[src/rtl/t08_pkg.sv]
`default_nettype none
// +----------------------------------------------------------------------+
// | t08_pkg : shared types and constants for the imem responder          |
// | Revision : 1.0                                                       |
// +----------------------------------------------------------------------+
package t08_pkg;

    typedef enum logic [1:0] {
        IDLE = 2'd0,
        REQ  = 2'd1,
        ERR  = 2'd2
    } state_t;

    localparam logic [1:0]  FAULT_NONE     = 2'b00;
    localparam logic [1:0]  FAULT_MISALIGN = 2'b01;
    localparam logic [1:0]  FAULT_TIMEOUT  = 2'b10;

    localparam logic [31:0] NOP_WORD = 32'h0000_0013;

    // Watchdog counter is never narrower than 8 bits.
    function automatic int cnt_width(input int limit);
        int w;
        w = $clog2(limit + 1);
        return (w < 8) ? 8 : w;
    endfunction

endpackage
`default_nettype wire

[src/rtl/t08_imem_responder_if.sv]
`default_nettype none
// +----------------------------------------------------------------------+
// | t08_imem_responder_if : instruction-memory read bus                  |
// | Revision : 1.0                                                       |
// +----------------------------------------------------------------------+
interface t08_imem_responder_if;

    logic [31:0] mem_addr;
    logic        mem_read;
    logic [31:0] mem_rdata;
    logic        mem_ack;

    modport master (
        output mem_addr,
        output mem_read,
        input  mem_rdata,
        input  mem_ack
    );

    modport slave (
        input  mem_addr,
        input  mem_read,
        output mem_rdata,
        output mem_ack
    );

endinterface
`default_nettype wire

[src/rtl/t08_imem_watchdog.sv]
`default_nettype none
// +----------------------------------------------------------------------+
// | t08_imem_watchdog : saturating wait counter with expiry flag         |
// | Revision : 1.0                                                       |
// +----------------------------------------------------------------------+
module t08_imem_watchdog #(
    parameter int LIMIT = 255,
    parameter int WIDTH = 8
) (
    input  wire logic clk,
    input  wire logic rst,
    input  wire logic clear,
    input  wire logic enable,
    output logic      expired
);

    logic [WIDTH-1:0] r_count;

    always_ff @(posedge clk or posedge rst) begin
        if (rst) begin
            r_count <= '0;
        end else if (clear) begin
            r_count <= '0;
        end else if (enable && (r_count != WIDTH'(LIMIT))) begin
            r_count <= r_count + WIDTH'(1);
        end
    end

    // Flags the cycle whose increment lands on LIMIT, so the requester sees
    // exactly LIMIT enabled cycles before it gives up.
    assign expired = enable && !clear && (r_count >= WIDTH'(LIMIT - 1));

endmodule
`default_nettype wire

[src/rtl/t08_imem_responder.sv]
`default_nettype none
// +----------------------------------------------------------------------+
// | t08_imem_responder : PC-to-imem fetch responder with 1-entry buffer  |
// | Revision : 1.0                                                       |
// +----------------------------------------------------------------------+
module t08_imem_responder
    import t08_pkg::*;
#(
    parameter int          TIMEOUT_CYCLES = 255,
    parameter logic [31:0] NOP_INSTR      = NOP_WORD,
    parameter logic [31:0] PRESTART_PC    = 32'hFFFF_FFFC
) (
    input  wire logic        clk,
    input  wire logic        rst,
    input  wire logic [31:0] program_counter,
    input  wire logic        invalidate,
    t08_imem_responder_if.master mem,
    output logic [31:0]      instruction,
    output logic             instr_valid,
    output logic             freeze,
    output logic             fault,
    output logic [1:0]       fault_code
);

    localparam int CNT_W = cnt_width(TIMEOUT_CYCLES);

    state_t      r_state;
    state_t      w_next_state;
    logic        r_tag_valid;
    logic [31:0] r_tag;
    logic [31:0] r_data;
    logic [31:0] r_req_addr;
    logic        r_discard;
    logic [1:0]  r_fault_code;
    logic        w_hit;
    logic        w_expired;

    assign w_hit = r_tag_valid && (r_tag == program_counter);

    t08_imem_watchdog #(
        .LIMIT (TIMEOUT_CYCLES),
        .WIDTH (CNT_W)
    ) u_watchdog (
        .clk     (clk),
        .rst     (rst),
        .clear   ((r_state != REQ) || mem.mem_ack),
        .enable  (r_state == REQ),
        .expired (w_expired)
    );

    always_ff @(posedge clk or posedge rst) begin
        if (rst) begin
            r_state <= IDLE;
        end else begin
            r_state <= w_next_state;
        end
    end

    always_comb begin
        w_next_state = r_state;
        instruction  = NOP_INSTR;
        instr_valid  = 1'b0;
        freeze       = 1'b0;
        fault        = 1'b0;
        fault_code   = FAULT_NONE;
        case (r_state)
            IDLE: begin
                if (program_counter == PRESTART_PC) begin
                    w_next_state = IDLE;
                end else if (program_counter[1:0] != 2'b00) begin
                    w_next_state = ERR;
                    freeze       = 1'b1;
                    fault        = 1'b1;
                    fault_code   = FAULT_MISALIGN;
                end else if (w_hit) begin
                    instruction = r_data;
                    instr_valid = 1'b1;
                end else begin
                    w_next_state = REQ;
                    freeze       = 1'b1;
                end
            end
            REQ: begin
                freeze = 1'b1;
                if (mem.mem_ack) begin
                    w_next_state = IDLE;
                end else if (w_expired) begin
                    w_next_state = ERR;
                end
            end
            ERR: begin
                freeze     = 1'b1;
                fault      = 1'b1;
                fault_code = r_fault_code;
            end
            default: begin
                w_next_state = IDLE;
            end
        endcase
    end

    always_ff @(posedge clk or posedge rst) begin
        if (rst) begin
            r_tag_valid  <= 1'b0;
            r_tag        <= '0;
            r_data       <= NOP_INSTR;
            r_req_addr   <= '0;
            r_discard    <= 1'b0;
            r_fault_code <= FAULT_NONE;
        end else begin
            if (r_state == IDLE) begin
                if (invalidate) begin
                    r_tag_valid <= 1'b0;
                end
                if (w_next_state == REQ) begin
                    r_req_addr <= program_counter;
                end
                if (w_next_state == ERR) begin
                    r_fault_code <= FAULT_MISALIGN;
                end
            end
            if (r_state == REQ) begin
                // A store to imem during the read makes the returning word stale.
                if (mem.mem_ack && !(r_discard || invalidate)) begin
                    r_tag       <= r_req_addr;
                    r_data      <= mem.mem_rdata;
                    r_tag_valid <= 1'b1;
                end
                if (w_next_state == ERR) begin
                    r_fault_code <= FAULT_TIMEOUT;
                end
                r_discard <= (w_next_state == REQ) ? (r_discard || invalidate) : 1'b0;
            end else begin
                r_discard <= 1'b0;
            end
        end
    end

    assign mem.mem_read = (r_state == REQ);
    assign mem.mem_addr = r_req_addr;

endmodule
`default_nettype wire
[src/flat_wrapper.sv]
// flat-port wrapper written by rule: the top's interface ports become plain ports
module t08_imem_responder_flat import t08_pkg::*;
#(
    parameter int          TIMEOUT_CYCLES = 255,
    parameter logic [31:0] NOP_INSTR      = NOP_WORD,
    parameter logic [31:0] PRESTART_PC    = 32'hFFFF_FFFC
)
  (clk, rst, program_counter, invalidate, instruction, instr_valid, freeze, fault, fault_code, mem_mem_addr, mem_mem_read, mem_mem_rdata, mem_mem_ack);
  t08_imem_responder_if mem_i ();
  input  wire logic clk;
  input  wire logic rst;
  input  wire logic [31:0] program_counter;
  input  wire logic invalidate;
  output logic [31:0] instruction;
  output logic instr_valid;
  output logic freeze;
  output logic fault;
  output logic [1:0] fault_code;
  output wire logic [$bits(mem_i.mem_addr)-1:0] mem_mem_addr;
  output wire logic [$bits(mem_i.mem_read)-1:0] mem_mem_read;
  input wire logic [$bits(mem_i.mem_rdata)-1:0] mem_mem_rdata;
  input wire logic [$bits(mem_i.mem_ack)-1:0] mem_mem_ack;
  assign mem_mem_addr = mem_i.mem_addr;
  assign mem_mem_read = mem_i.mem_read;
  assign mem_i.mem_rdata = mem_mem_rdata;
  assign mem_i.mem_ack = mem_mem_ack;
  t08_imem_responder #(.TIMEOUT_CYCLES(TIMEOUT_CYCLES), .NOP_INSTR(NOP_INSTR), .PRESTART_PC(PRESTART_PC)) u_core (.clk(clk), .rst(rst), .program_counter(program_counter), .invalidate(invalidate), .mem(mem_i), .instruction(instruction), .instr_valid(instr_valid), .freeze(freeze), .fault(fault), .fault_code(fault_code));
endmodule
[config.mk]
export PLATFORM = sky130hd
export DESIGN_NAME = t08_imem_responder_flat
export DESIGN_NICKNAME = d
export VERILOG_FILES = /design/src/rtl/t08_pkg.sv /design/src/rtl/t08_imem_responder_if.sv /design/src/rtl/t08_imem_watchdog.sv /design/src/rtl/t08_imem_responder.sv /design/src/flat_wrapper.sv
export SDC_FILE = /design/constraint.sdc
export NUM_CORES = 1
export LEC_CHECK = 0
export ABC_AREA = 1
export CORE_MARGIN = 2
export CORE_UTILIZATION = 50
export DETAILED_ROUTE_END_ITERATION = 6
export DONT_BUFFER_PORTS = 1
export PLACE_DENSITY = 0.72
export SYNTH_ARGS = -nofsm -noshare
export SYNTH_HDL_FRONTEND = slang
export SYNTH_SLANG_ARGS = --single-unit
[constraint.sdc]
create_clock -name clk -period 3.7 [get_ports clk]
set_clock_uncertainty 0.15 [all_clocks]
set_input_delay 0.185 -clock clk [delete_from_list [all_inputs] [get_ports clk]]
set_output_delay 0.185 -clock clk [all_outputs]
set_load 0.01 [all_outputs]
==> results of run 1 <==
==> power by group <==
group	total, mW	switching (mW)	internal [mW]
combinational	0.115	0.0528	0.0621
clock	0.650	0.403	0.247
sequential	1.20	0	1.20
==> through the flow <==
step           util, %  instance area, um^2
2_1_floorplan        -                 5320
3_3_place_gp      52.6                 5430
3_5_place_dp      52.6                 5430
4_1_cts           60.5                 6240
5_1_grt           60.5                 6240
6_report          60.5                 6240
==> cells in the final DEF, fill, tap and decap left out, drive strengths merged <==
| cell | netlist | layout |
|---|---|---|
| a21oi | 51 | 51 |
| a22oi | 1 | 1 |
| a31oi | 1 | 1 |
| buf | 15 | 5 |
| clkbuf | 10 | 11 |
| clkinv | 0 | 1 |
| clkinvlp | 0 | 3 |
| dfrtp | 107 | 107 |
| dfstp | 3 | 3 |
| dlygate4sd3 | 0 | 65 |
| ha | 6 | 6 |
| inv | 90 | 91 |
| mux2 | 19 | 19 |
| nand2 | 163 | 163 |
| nand3 | 41 | 41 |
| nand4 | 2 | 2 |
| nor2 | 116 | 116 |
| nor3 | 4 | 4 |
| nor4 | 1 | 1 |
| o211a | 1 | 1 |
| o21ai | 13 | 13 |
| o22ai | 4 | 4 |
| or2 | 3 | 3 |
| xnor2 | 9 | 9 |
==> registers in the layout, indices dropped and copies added, names as in the netlist <==
register / count
u_core.mem.mem_addr: 32
u_core.r_data: 32
u_core.r_discard: 1
u_core.r_fault_code: 2
u_core.r_state: 2
u_core.r_tag: 32
u_core.r_tag_valid: 1
u_core.u_watchdog.r_count: 8
==> metal layers <==
metal	vias up	track usage (%)	part of all wire [%]
met5	-	0	0
met4	0	9.37	1.6
met3	20	5.90	7.8
met2	157	41.0	51
met1	2094	27.2	40
li1	2140	-	-
==> final cells by class <==
class	instances	area (um^2)	area share [%]
Sequential cell	110	2760	44.1
Timing Repair Buffer	70	713	11.4
Multi-Input combinational cell	435	2100	33.6
Inverter	90	340	5.45
Clock inverter	5	36.3	0.581
Tap cell	136	170	2.72
Clock buffer	11	131	2.10
==> worst paths after layout <==
path	from	depth (start not counted)	slack, ns	end
min	program_counter[2]	5	0.11	u_core.r_state[1]$_DFF_PP0_
min reg2reg	u_core.r_fault_code[1]$_DFF_PP0_	2	0.34	u_core.r_fault_code[1]$_DFF_PP0_
max in group asynchronous	rst	3	2.69	u_core.r_tag[21]$_DFFE_PP0P_
max	u_core.r_state[0]$_DFF_PP0_	9	0.62	instruction[0]
max reg2reg	u_core.r_state[1]$_DFF_PP0_	11	1.00	u_core.mem.mem_addr[15]$_DFFE_PP0P_
min in group asynchronous	rst	3	0.27	u_core.r_data[26]$_DFFE_PP0P_
==> cell families after synthesis <==
logic type / count (synthesis)
multiplexers: 19
buffers and inverters: 115
flip-flops: 110
XOR/XNOR: 9
AO/OA/AOI/OAI: 71
AND/OR/NAND/NOR: 330
adder cells (fa/ha/maj): 6
==> repair_timing <==
action	4_1_cts	5_1_grt
hold endpoints to repair	179	0
gates resized for setup	0	0
hold buffers	65	0
==> worst max-delay path: stages (launching register included) <==
cell	delay [ns]
dfrtp_1	0.42
inv_1	0.14
ha_1	0.21
buf_4	0.39
nand2_1	0.16
inv_1	0.10
nand3_1	0.08
nor2_2	0.23
inv_2	0.25
or2_2	0.38
==> results.yml, run 1 <==
run_status:
  outcome: "finished, final reports clean"
die:
  die_h_um: 107
  start_util_pct: 51.5
  num_io_pins: 138
  die_w_um: 107
  num_rows: 37
  fp.coreArea_um2: 10300
  dieArea_um2: 11500
timing:
  setup_tns_ns: 0
  fmax_mhz: 324
  setup_viol: 0
  fin_ws_ns: 0.617
  fin_crit_sh_pct: 83.3
  timing.final.max_slew_violations: 0
  finalHoldViolCount: 0
  rsz0062_at_grt: "no"
  slew_headroom_pct: 57.3
  period_needed_ns: 3.08
  worst_pin_slew_ns: 0.641
  hold_slack_ns: 0.113
setup_path:
  start_kind: "flop"
  end_kind: "output pin"
  path_class: "reg -> out"
  worst-path-max-fanout: 34
  required_ns: 3.37
  crit_arrival_ns: 2.75
cts:
  cts_tree: "built"
  clock_sinks: 110
  cts-buffers-inserted: 9
  clock-root-buffer: "clkbuf_8"
  htree_levels: 3
  path_clk_slew_ns: 0.10
  cts_post_setup_buffers_inserted: 0
  clk_path_buf_depth: 2
  clk_latency_ns: 0.37
synthesis:
  synthesis.area_um2: 5320
  synth_flop_cell: "dfrtp_1"
  synth_top_cells_by_count: "nand2_1 (160), nor2_1 (112), dfrtp_1 (107), inv_1 (88), a21oi_1 (51)"
  synth_fp_nets: 734
  synth_mux_area_share_pct: 4.02
  synth_xor_area_share_pct: 1.48
  yosysTopAreaCell: "dfrtp_1"
  synthCells: 660
  yosysWarnings: 0
  ys_ff_latch: 110
  synth_top_family_by_area: "simple AND/OR/NAND/NOR gates"
  synth-compound-area-share_pct: 6.94
  yosysMostFrequentCell: "nand2_1"
  synth_seq_area_share_pct: 51.8
  synthTopCellsByArea: "dfrtp_1 (50%), nand2_1 (11%), nor2_1 (7.9%)"
  synth_adder_area_share_pct: 1.41
  syn_avg_cell_area_um2: 8.06
  yosys.cell_types.count: 32
  synth-async-reset-ratio_pct: 100
  synth-simple-area-share_pct: 25.3
  yosys.area.top_type_share_pct: 50.3
  synth_edf_count: 0
place:
  place_inst: 776
  dp.final_hpwl_um: 8430
  gp_congestion: 0.812
  dp_slack_ns: 1.03
  io_buffers: 0
route:
  drt_first_pass_iters: 4
  routed_wl_um: 12900
  drc: 0
  via_per_inst: 5.15
  drt_iter0_markers: 246
  vias: 4411
  drtAntennaViolNets: 0
  post_drt_wl_per_cell_um: 15.0
layout:
  nFillCells: 881
  num_antenna_cells: 0
  finalNonFillerCells: 857
  area_delta_synth_final_pct: 17.4
  nets: 790
  drive_gt1_share_pct: 7.63
global_route:
  grt_usage_pct: 23.4
  grt_pass1_vias: 4526
  grt_pass1_wl_um: 20900
  grt_start_max_net_pins: 111
  antenna_found_initial: 0
  grt-ovfl-total: 0
pwr:
  p_total_mw: 1.97
  peakVddDrop_v: 0.000192
  p_leak_nw: 3.37
  power_density_nw_per_um2: 315
job:
  max_cap_violations: 0
worst_hold_path:
  hold_path.class: "in -> reg"
Note: power is estimated with default switching activity, not from simulation.
==> inputs of run 2 (changes only) <==
clock period = 3.2 ns   (was 3.7 ns; I/O delays follow)
==> run 2 against run 1 <==
Non-clock buffer count increased by 3. Clock-buffer cell count decreased by 1. Power increased by 21%. Critical endpoint is now instruction[1]. First-iteration DRC count decreased by 15%. Final cell count increased by 0.35%. Largest power group unchanged. Critical path type unchanged. Register-to-register slack got worse by 0.42 ns.
==> results.yml, run 2 (same netlist as run 1, synthesis figures left out) <==
cts:
  cts_resized: 0
  clk_path_buf_depth: 2
  clk_latency_ns: 0.38
  path_clk_slew_ns: 0.11
  clock_sinks: 110
  cts_tree: "built"
  clock-root-buffer: "clkbuf_8"
  cts-buffers-inserted: 9
  htree_levels: 3
setup_path:
  worst-path-max-fanout: 32
  required_ns: 2.89
  crit_arrival_ns: 2.42
  r2r_setup_slack_ns: 0.58
  path_class: "reg -> out"
  start_kind: "flop"
  end_kind: "output pin"
timing:
  rsz0062_at_grt: "no"
  setup_viol: 0
  worst_pin_slew_ns: 0.822
  finalHoldViolCount: 0
  setup_tns_ns: 0
  timing.final.max_slew_violations: 0
  slew_headroom_pct: 45.1
  fin_crit_sh_pct: 85.3
  period_needed_ns: 2.73
  fmax_mhz: 366
die:
  die_h_um: 107
  dieArea_um2: 11500
  fp.coreArea_um2: 10300
  die_w_um: 107
  start_util_pct: 51.5
  num_rows: 37
  num_io_pins: 138
worst_hold_path:
  hold_path.class: "in -> reg"
layout:
  finish.utilization_pct: 61.0
  nets: 793
  layout_common_cells: "nand2_1 (160), nor2_1 (112), dfrtp_1 (107), inv_1 (87), dlygate4sd3_1 (65)"
  area_delta_synth_final_pct: 18.4
  drive_gt1_share_pct: 8.15
  layout_commonest_cell: "nand2_1"
  num_antenna_cells: 0
place:
  io_buffers: 0
  dp.final_hpwl_um: 8540
  gp_congestion: 0.881
pwr:
  power.share.clock_pct: 35.9
  net-switching-power_mw: 0.544
  internal-power_mw: 1.83
  pwr-share-seq_pct: 58.5
  p_comb_share_pct: 5.6
  power_density_nw_per_um2: 377
  peakVddDrop_v: 0.000198
  p_sw_share_pct: 22.9
  p_leak_nw: 3.39
global_route:
  antenna_found_initial: 0
  grt-ovfl-total: 0
  grt_pass1_wl_um: 20300
  grt_start_max_net_pins: 51
  grt_pass1_vias: 4317
  grt_usage_pct: 22.8
route:
  via_per_inst: 5.12
  drtAntennaViolNets: 0
  vias: 4405
  drt_iter0_markers: 210
  routed_wl_um: 12700
  drc: 0
  drt_first_pass_iters: 4
  post_drt_wl_per_cell_um: 14.7
run_status:
  outcome: "finished, final reports clean"
job:
  max_cap_violations: 0
-- run 2: final cells by class --
class                   count  area, um^2
clock inverters             6        70.1
fillers                   899        4030
well taps                 136         170
multi-input cells         435        2100
clock buffers              10         128
inverters                  90         342
repair buffers             73         736
flip-flops and latches    110        2760
-- run 2: metrics by stage --
stage	total power, mW	setup slack [ns]	hold WS (ns)	instances	cell area [um^2]
after floorplan	1.47	1.08	0.155	660	5330
after global placement	1.48	0.762	0.0652	779	5450
after detailed placement	1.48	0.637	0.0754	779	5450
after CTS	2.39	0.473	0.0810	860	6300
after global routing	2.47	0.275	0.121	860	6300
final	2.37	0.469	0.0917	860	6300
-- run 2: power by group through the flow --
stage               clock, mW  sequential (mW)  combinational [mW]
floorplan                   0             1.42              0.0496
global placement            0             1.42              0.0668
detailed placement          0             1.42              0.0684
CTS                     0.867             1.39               0.134
global route            0.936             1.39               0.148
finish                  0.852             1.39               0.133
-- run 2: critical path: stages, from the launching register on --
cell and delay (ns):
dfrtp_1 0.41, xnor2_1 0.16, nand2_1 0.06, nor2_1 0.14
nand2_1 0.07, nor2_1 0.28, nand2_1 0.14, nor2_2 0.16
inv_2 0.22, or2_2 0.39
-- run 2: final timing paths --
| check | from | endpoint | depth (start not counted) |
|---|---|---|---|
| min in group asynchronous | rst | u_core.r_fault_code[1]$_DFF_PP0_ | 2 |
| max | u_core.r_tag[15]$_DFFE_PP0P_ | instruction[1] | 9 |
| max in group asynchronous | rst | u_core.r_data[4]$_DFFE_PP1P_ | 3 |
| min | program_counter[1] | u_core.r_state[0]$_DFF_PP0_ | 5 |
| min reg2reg | u_core.r_fault_code[1]$_DFF_PP0_ | u_core.r_fault_code[1]$_DFF_PP0_ | 2 |
| max reg2reg | u_core.r_state[1]$_DFF_PP0_ | u_core.mem.mem_addr[13]$_DFFE_PP0P_ | 11 |
-- run 2: what timing repair did --
item | 4_1_cts | 5_1_grt
buffers inserted | 0 | 0
endpoints found under the hold margin | 107 | 0
hold buffers | 65 | 0
-- run 2: metal layers --
layer | GRT usage [%] | vias up | part of all wire (%)
met5 | 0 | - | 0
met4 | 9.28 | 0 | 2.0
met3 | 5.47 | 21 | 6.3
met2 | 40.0 | 141 | 51
met1 | 26.9 | 2091 | 41
li1 | - | 2152 | -
